--- src/rtl/link_master_sequencer.sv ---
// link_master_sequencer: master end of the linked-machine control link.
//   Starts one linked slave state machine, follows its STATE_OUT step by
//   step and reports completion, ack timeout, watchdog expiry or bad steps.
//   Optional build macro LINK_MASTER_SYNC_EN: when defined, START and ABORT
//   each pass through a 2-flop synchroniser before edge detection.
// Ports:
//   CLK            in  1  system clock, rising edge
//   RESET          in  1  synchronous active-high reset
//   START          in  1  run request (rising edge significant)
//   ABORT          in  1  cancel request (rising edge significant)
//   SLAVE_STATE    in  4  slave STATE_OUT
//   MASTER_CONTROL out 2  2'b11 start command, 2'b00 idle
//   SLAVE_RESET    out 1  one-cycle synchronous reset to the slave
//   MASTER_STATE   out 3  current FSM state code
//   BUSY           out 1  high in ARM, CHECK, START, RUN
//   DONE           out 1  high in DONE
//   ERROR          out 1  high in ERROR
//   ERR_CODE       out 2  1 ack timeout, 2 watchdog, 3 illegal step
module link_master_sequencer #(
    parameter logic [3:0] TERMINAL_STATE  = 4'd8,
    parameter int         ACK_TIMEOUT     = 16,
    parameter int         WATCHDOG_CYCLES = 60000000
) (
    input  logic       CLK,
    input  logic       RESET,
    input  logic       START,
    input  logic       ABORT,
    input  logic [3:0] SLAVE_STATE,
    output logic [1:0] MASTER_CONTROL,
    output logic       SLAVE_RESET,
    output logic [2:0] MASTER_STATE,
    output logic       BUSY,
    output logic       DONE,
    output logic       ERROR,
    output logic [1:0] ERR_CODE
);
    localparam int TMO_W = $clog2(ACK_TIMEOUT + 1);
    localparam int WD_W  = $clog2(WATCHDOG_CYCLES + 1);

    typedef enum logic [2:0] {
        S_IDLE  = 3'd0,
        S_ARM   = 3'd1,
        S_CHECK = 3'd2,
        S_START = 3'd3,
        S_RUN   = 3'd4,
        S_DONE  = 3'd5,
        S_ERROR = 3'd6
    } state_t;

    state_t            state_q, state_d;
    logic [TMO_W-1:0]  tmo_q, tmo_d;
    logic [WD_W-1:0]   wd_q, wd_d;
    logic [3:0]        last_q, last_d;
    logic [1:0]        err_q, err_d;
    logic [1:0]        mc_q;
    logic              srst_q, srst_d;
    logic              busy_q, done_q, error_q;
    logic              start_s, abort_s, start_q, abort_q;
    logic              start_edge, abort_edge;
    logic              tmo_hit, wd_hit;

`ifdef LINK_MASTER_SYNC_EN
    logic [1:0] start_sync_q, abort_sync_q;

    always_ff @(posedge CLK) begin
        if (RESET) begin
            start_sync_q <= 2'b00;
            abort_sync_q <= 2'b00;
        end else begin
            start_sync_q <= {start_sync_q[0], START};
            abort_sync_q <= {abort_sync_q[0], ABORT};
        end
    end

    assign start_s = start_sync_q[1];
    assign abort_s = abort_sync_q[1];
`else
    assign start_s = START;
    assign abort_s = ABORT;
`endif

    assign start_edge = start_s & ~start_q;
    assign abort_edge = abort_s & ~abort_q;
    assign tmo_hit    = tmo_q == TMO_W'(ACK_TIMEOUT - 1);
    assign wd_hit     = wd_q == WD_W'(WATCHDOG_CYCLES - 1);

    always_ff @(posedge CLK) begin
        if (RESET) begin
            state_q <= S_IDLE;
            tmo_q   <= '0;
            wd_q    <= '0;
            last_q  <= 4'd0;
            err_q   <= 2'd0;
            mc_q    <= 2'b00;
            srst_q  <= 1'b0;
            busy_q  <= 1'b0;
            done_q  <= 1'b0;
            error_q <= 1'b0;
            start_q <= 1'b0;
            abort_q <= 1'b0;
        end else begin
            state_q <= state_d;
            tmo_q   <= tmo_d;
            wd_q    <= wd_d;
            last_q  <= last_d;
            err_q   <= err_d;
            mc_q    <= (state_d == S_START) ? 2'b11 : 2'b00;
            srst_q  <= srst_d;
            busy_q  <= state_d inside {S_ARM, S_CHECK, S_START, S_RUN};
            done_q  <= state_d == S_DONE;
            error_q <= state_d == S_ERROR;
            start_q <= start_s;
            abort_q <= abort_s;
        end
    end

    always_comb begin
        state_d = state_q;
        tmo_d   = tmo_q;
        wd_d    = wd_q;
        last_d  = last_q;
        err_d   = err_q;
        srst_d  = 1'b0;
        // Abort beats every other transition, including a coincident start.
        if (abort_edge && state_q != S_IDLE) begin
            state_d = S_IDLE;
            srst_d  = 1'b1;
        end else begin
            case (state_q)
                S_IDLE: if (start_edge && !abort_edge) state_d = S_ARM;
                S_ARM: begin
                    state_d = S_CHECK;
                    tmo_d   = '0;
                end
                S_CHECK: begin
                    if (SLAVE_STATE == 4'd0) begin
                        state_d = S_START;
                        tmo_d   = '0;
                    end else if (tmo_hit) begin
                        state_d = S_ERROR;
                        err_d   = 2'd1;
                    end else begin
                        tmo_d = tmo_q + 1'b1;
                    end
                end
                S_START: begin
                    if (SLAVE_STATE == 4'd1) begin
                        state_d = S_RUN;
                        last_d  = 4'd1;
                        wd_d    = '0;
                    end else if (tmo_hit) begin
                        state_d = S_ERROR;
                        err_d   = 2'd1;
                    end else begin
                        tmo_d = tmo_q + 1'b1;
                    end
                end
                S_RUN: begin
                    // Step checks are evaluated before the watchdog.
                    if (SLAVE_STATE == last_q + 4'd1) begin
                        last_d = SLAVE_STATE;
                        wd_d   = '0;
                        if (SLAVE_STATE == TERMINAL_STATE) state_d = S_DONE;
                    end else if (SLAVE_STATE == last_q) begin
                        if (wd_hit) begin
                            state_d = S_ERROR;
                            err_d   = 2'd2;
                        end else begin
                            wd_d = wd_q + 1'b1;
                        end
                    end else begin
                        state_d = S_ERROR;
                        err_d   = 2'd3;
                    end
                end
                S_DONE, S_ERROR: if (start_edge) state_d = S_ARM;
                default: state_d = S_IDLE;
            endcase
        end
        if (state_d == S_ARM) begin
            err_d  = 2'd0;
            srst_d = 1'b1;
        end
    end

    assign MASTER_CONTROL = mc_q;
    assign SLAVE_RESET    = srst_q;
    assign MASTER_STATE   = state_q;
    assign BUSY           = busy_q;
    assign DONE           = done_q;
    assign ERROR          = error_q;
    assign ERR_CODE       = err_q;
endmodule

--- config.mk ---
export PLATFORM = sky130hd
export DESIGN_NAME = link_master_sequencer
export DESIGN_NICKNAME = d
export VERILOG_FILES = /design/src/rtl/link_master_sequencer.sv
export SDC_FILE = /design/constraint.sdc
export NUM_CORES = 1
export LEC_CHECK = 0
export CAP_MARGIN = 30
export CORE_ASPECT_RATIO = 0.8
export CORE_MARGIN = 2
export CORE_UTILIZATION = 50
export CTS_CLUSTER_DIAMETER = 40
export DETAILED_ROUTE_END_ITERATION = 12
export PLACE_DENSITY = 0.75
export SETUP_SLACK_MARGIN = 0.3
export SLEW_MARGIN = 20
export SYNTH_ARGS = -nofsm -noshare
export SYNTH_HDL_FRONTEND = slang
export SYNTH_SLANG_ARGS = --single-unit
--- constraint.sdc ---
create_clock -name CLK -period 3 [get_ports CLK]
set_input_delay 0.75 -clock CLK [delete_from_list [all_inputs] [get_ports CLK]]
set_output_delay 0.75 -clock CLK [all_outputs]
set_load 0.01 [all_outputs]
=== After elaboration in Yosys (flattened, before gate mapping) ===
Index checks and enable logic that the tools add are counted.

* Register bits after elaboration: 48
* Bits in latches: 0
* RAM bits: 0
* ROM bits: 0
* Input bits: 8
* Output and inout port bits: 11
* Word-level logic and storage cells: 95
* Memories: 0

* Add/subtract/negate cells: 3
* Multiply operators: 0
* Div/mod/pow operators: 0
* $lt $le $gt $ge: 0
* Equal/unequal tests: 26
* Shift operators: 0
* Mux-type cells: 33
* Bitwise gates (word level): 5
* Reductions and logical operators: 16

{| class="wikitable"
|+ Operator list
! kind !! number
|-
| 2-to-1 mux 26 bit || 4
|-
| one-hot mux 26 bit (2 select lines) || 1
|-
| 2-to-1 mux 3 bit || 10
|-
| adder 26 x 1 -> 26 bit, second input constant || 1
|-
| equality test 26 bit, second input constant || 1
|-
| equality test 3 bit, second input constant || 6
|-
| one-hot mux 3 bit (6 select lines) || 1
|-
| 2-to-1 mux 5 bit || 3
|-
| one-hot mux 5 bit (3 select lines) || 1
|-
| 2-to-1 mux 2 bit || 7
|-
| equality test 3 x 2 -> 1 bit, second input constant || 4
|-
| inequality test 2 bit, second input constant || 5
|-
| inequality test 3 bit, second input constant || 3
|-
| nonzero test 3 bit || 3
|-
| equality test 4 bit || 2
|-
| 2-to-1 mux 4 bit || 2
|-
| one-hot mux 4 bit (2 select lines) || 1
|-
| equality test 3 x 1 -> 1 bit, second input constant || 2
|-
| one-hot mux 2 bit (3 select lines) || 1
|-
| AND reduction 6 bit || 1
|-
| adder 5 x 1 -> 5 bit, second input constant || 1
|-
| equality test 5 x 4 -> 1 bit, second input constant || 1
|-
| AND reduction 5 bit || 1
|-
| adder 4 x 1 -> 4 bit, second input constant || 1
|-
| other kinds (14) || 20
|}

=== Depth between registers and ports, before layout ===
* Depth after elaboration: 9
* Depth in mapped cells: 10
* Gate-level depth less buffers: 8

=== Worst setup path before layout ===
OpenSTA, ideal clock, no wires.

* Path type: input-to-reg
* Start point: input SLAVE_STATE[2]
* End point: register wd_q[21]
* Library setup time: 0.121 ns
* Data arrival time: 2.540 ns
* Required time: 2.879 ns
* Setup slack: 0.339 ns
* Stages on the path: 7
* Buffers on the path: 1
* Cell sequence: xor3_1 or3_4 o21a_1 o32a_1 buf_6 nor4b_2 mux2_2

* Word-level cells in the longest chain between the ends: 3
* Elaborated cells on any way between the ends: 9
* Classes of those cells: eq/ne (6); mux (2); reduce/logical (1)

{| class="wikitable"
|+ RTL lines
! item !! RTL line !! RTL
|-
| from (decl) || 28 || <nowiki>input logic [3:0] SLAVE_STATE,</nowiki>
|-
| equality test 4 bit, or another cell as far along || 160 || <nowiki>if (SLAVE_STATE == last_q + 4'd1) begin</nowiki>
|-
| inequality test 3 bit (no line), or another cell as far along || n/a ||
|-
| AND reduction 5 bit (no line) / one-hot mux 26 bit (2 select lines) (equally long branches) || n/a ||
|-
| to (signal assigned) || 104 || <nowiki>wd_q <= wd_d;</nowiki>
|-
| to (decl) || 52 || <nowiki>logic [WD_W-1:0] wd_q, wd_d;</nowiki>
|}

Parallel ways exist; a longest one is shown, timed or not.
A chain may end at the register's enable or synchronous reset.

=== Worst setup path after layout ===
* Start point: input SLAVE_STATE[1]
* End point: register busy_q, in the netlist BUSY

* Word-level cells in the longest chain between the ends: 7
* Elaborated cells on any way between the ends: 17
* Classes of those cells: eq/ne (8); mux (7); reduce/logical (2)

{| class="wikitable"
|+ RTL lines
! item !! RTL line !! RTL
|-
| equality test 4 bit, on equally long branches || 164, 163 ||
|-
| 2-to-1 mux 3 bit, on equally long branches || 164, 163 ||
|-
| 2-to-1 mux 3 bit || 160 ||
|-
| one-hot mux 3 bit (6 select lines) (*) || 129 || <nowiki>case (state_q)</nowiki>
|-
| 2-to-1 mux 3 bit (*) || 125 || <nowiki>if (abort_edge && state_q != S_IDLE) begin</nowiki>
|-
| equality test 3 x 1 -> 1 bit, or another cell as far along || 109 || <nowiki>busy_q <= state_d inside {S_ARM, S_CHECK, S_START, S_RUN};</nowiki>
|-
| nonzero test 4 bit (*) || 109 ||
|-
| to (signal assigned) || 109 ||
|-
| to (decl) || 57 || <nowiki>logic busy_q, done_q, error_q;</nowiki>
|}

Every way passes the cells marked *; elsewhere a longest branch is shown, timed or not.

==> impl_metrics.toml <==
[route]
num_vias = 2333
ant_nets = 0
routed_wl_mm = 6.16
firstDrtPassIters = 4
drcViolationCount = 0
viasPerCell = 5.69
drtIter0Drc = 181
routedWlPerCell_um = 15.0

[critical_path]
critical_path.cell_chain = "dlygate4sd2_1, xor2_1, or3_4, buf_4, o21ai_2, o21ai_2, or4_1, a31oi_1"
critPathSlowestCell = "or4_1"
worst_path_dominant_cell_family = "simple AND/OR/NAND/NOR gates"
start_kind = "input pin"
path_common_cell = "o21ai_2"
arrival_ps = 2820
cp.required_ps = 3230
crit_type = "input pin to flip-flop"
end_kind = "flip-flop"
path_max_fanout = 5
slowest_delay_ps = 530
cp_num_buf_inv = 2

[clock_tree]
tritoncts = "yes"
clk_pin_slew_ps = 90
clockBufferDepth = 2
cts.sinks = 47
ctsRootBufferMaster = "clkbuf_8"
cts_max_level = 2
clk-insertion-delay-late_ps = 300
cts_made_buffers = 5

[synth]
synth-edff-count = 0
synth_top_family_by_area = "simple AND/OR/NAND/NOR gates"
synthFlopType = "dfxtp_1"
synth_compound_area_share_pct = 13.2
synthSimpleGateAreaFrac_pct = 35.1
synth_mux_area_share_pct = 1.23
ys_seq_area_share_pct = 36.9
synth_warnings = 0
yosysUniqueCellTypes = 60
synth-xor-area-share_pct = 8.14
synth-adder-area-share_pct = 1.86
synth_area_per_cell_um2 = 8.45
yosys_register_bits = 47
synth_async_sr_flop_share_pct = 0
syn_inst = 302
syn_area_um2 = 2550
synth_nets = 313

[floorplan]
die_x_um = 83.9
ioPinCount = 19
dieArea_um2 = 5690
core_area_um2 = 4950
fp-row-count = 23
start_util_pct = 51.5
die_h_um = 67.9

[sta]
worst_pin_slew_ps = 481
relSlewSlack_pct = 67.8
setup_tns_ps = 0
skew_ps = 6.61
finalMaxSlewViolations = 0
clock.fmax_ghz = 0.386
min_period_ps = 2590
finalCritPeriodShare_pct = 86.4
rsz0062_at_grt = "no"
finalSetupViolCount = 0
finalHoldViolations = 0
whs_ps = 437

[job]
cap_violations = 0

[global_route]
overflow = 0
antenna_found_initial = 0
grt_pass1_vias = 2156
grt_pass1_wl_mm = 10.1
grt_max_degree = 24
grt_usage_pct = 22.2

[outcome]
status = "completed"

[placement]
place.gp.congestion = 0.867
hpwlAfterDp_mm = 4.50
port_buffers = 18

[power]
p_leak_nw = 1.20
p_per_area_nw_per_um2 = 362
p_total_w = 0.00113
irDropWorstVdd_mv = 0.244

[min_path]
hold_class = "flip-flop to flip-flop"

[final_layout]
n_antenna_cell = 0
area_delta_synth_final_pct = 22.3
fin_nets = 358
drive_gt1_share_pct = 17.8
final_util_pct = 63.0
[per-layer routing]
metal	GRT usage, %	share of wire, %
met3	3.62	5.1
met5	0	0
met2	34.4	43
met4	6.25	0.37
met1	32.3	51
[logic make-up after synthesis]
family,Yosys count
AND/OR/NAND/NOR,159
AO/OA/AOI/OAI,49
flip-flops,47
XOR/XNOR,22
buffers and inverters,18
adder cells (fa/ha/maj),4
multiplexers,3
[Yosys cell counts, drive strengths merged, types with 4 or more instances]
master	instances	area share, %
a21oi	13	2.6
and3	11	2.7
buf	7	2.0
clkbuf	5	0.74
dfxtp	47	37
inv	6	0.88
nand2	31	4.6
nand3	11	2.2
nand4	13	3.4
nor2	40	5.9
nor2b	7	1.7
nor3	13	2.9
nor4	7	2.9
nor4b	6	2.8
o21ai	10	2.3
or3	4	1.2
xnor2	15	5.1
xor2	6	2.1
[layout make-up]
type | count | area [µm²]
fillers | 441 | 1830
multi-input cells | 237 | 1570
flip-flops and latches | 47 | 941
repair buffers | 50 | 423
well taps | 62 | 77.6
clock buffers | 5 | 68.8
inverters | 6 | 22.5
clock inverters | 3 | 20.0
[power breakdown]
| group | switching, W | internal, W | total (W) |
|---|---|---|---|
| Clock | 0.000218 | 0.000162 | 0.000380 |
| Sequential | 0.00000732 | 0.000630 | 0.000637 |
| Combinational | 0.0000593 | 0.0000542 | 0.000114 |
| Total | 0.000284 | 0.000846 | 0.00113 |
[state kept, by name, indices dropped and copies added, names as in the netlist]
name and flops:
wd_q 26, tmo_q 5, last_q 4, MASTER_STATE 3, ERR_CODE 2, BUSY 1
DONE 1, ERROR 1, MASTER_CONTROL 1, SLAVE_RESET 1, abort_q 1, start_q 1
[path summary, 6_finish.rpt]
kind	cells past startpoint	slack, ps	start	end
setup / recovery	8	410	SLAVE_STATE[1]	BUSY
hold / removal	2	440	tmo_q[4]	tmo_q[4]
setup reg to reg	8	460	last_q[0]	BUSY
hold reg to reg	2	440	tmo_q[4]	tmo_q[4]
[what timing repair did]
action / 4_1_cts / 5_1_grt
hold buffers: 0 / 0
pin swaps: 0 / 4
gates resized for setup: 3 / 7
setup endpoints to repair: 23 / 24
setup buffers: 0 / 0
[cell usage in the layout (no fill, tap or decap), drive strengths merged, types with 3 or more instances in the layout]
master and count:
dfxtp 47, nor2 40, buf 32, nand2 31, xnor2 15, clkdlybuf4s50 14
a21oi 13, nand4 13, nor3 13, and3 11, nand3 11, o21ai 10
nor2b 7, nor4 7, xor2 6, inv 6, nor4b 6, clkbuf 5
or3 4, nand2b 3, o21a 3, a31oi 3, a211oi 3, a22oi 3
ha 3
[worst reg2reg max path, stage by stage, from the launching register on]
cell	delay, ps
dfxtp_1	360
ha_1	240
xor3_1	350
or3_4	340
buf_4	150
o21ai_2	220
o21ai_2	100
or4_1	530
a31oi_1	180
[per-stage QoR]
stage          cell area (µm²)  std cells  setup slack [ps]
2_1_floorplan             2550        302               339
3_3_place_gp              2980        402              -114
3_5_place_dp              2980        402              -180
4_1_cts                   3080        410               301
5_1_grt                   3120        410               317
6_report                  3120        410               407
Note: power is estimated with default switching activity, not from simulation.
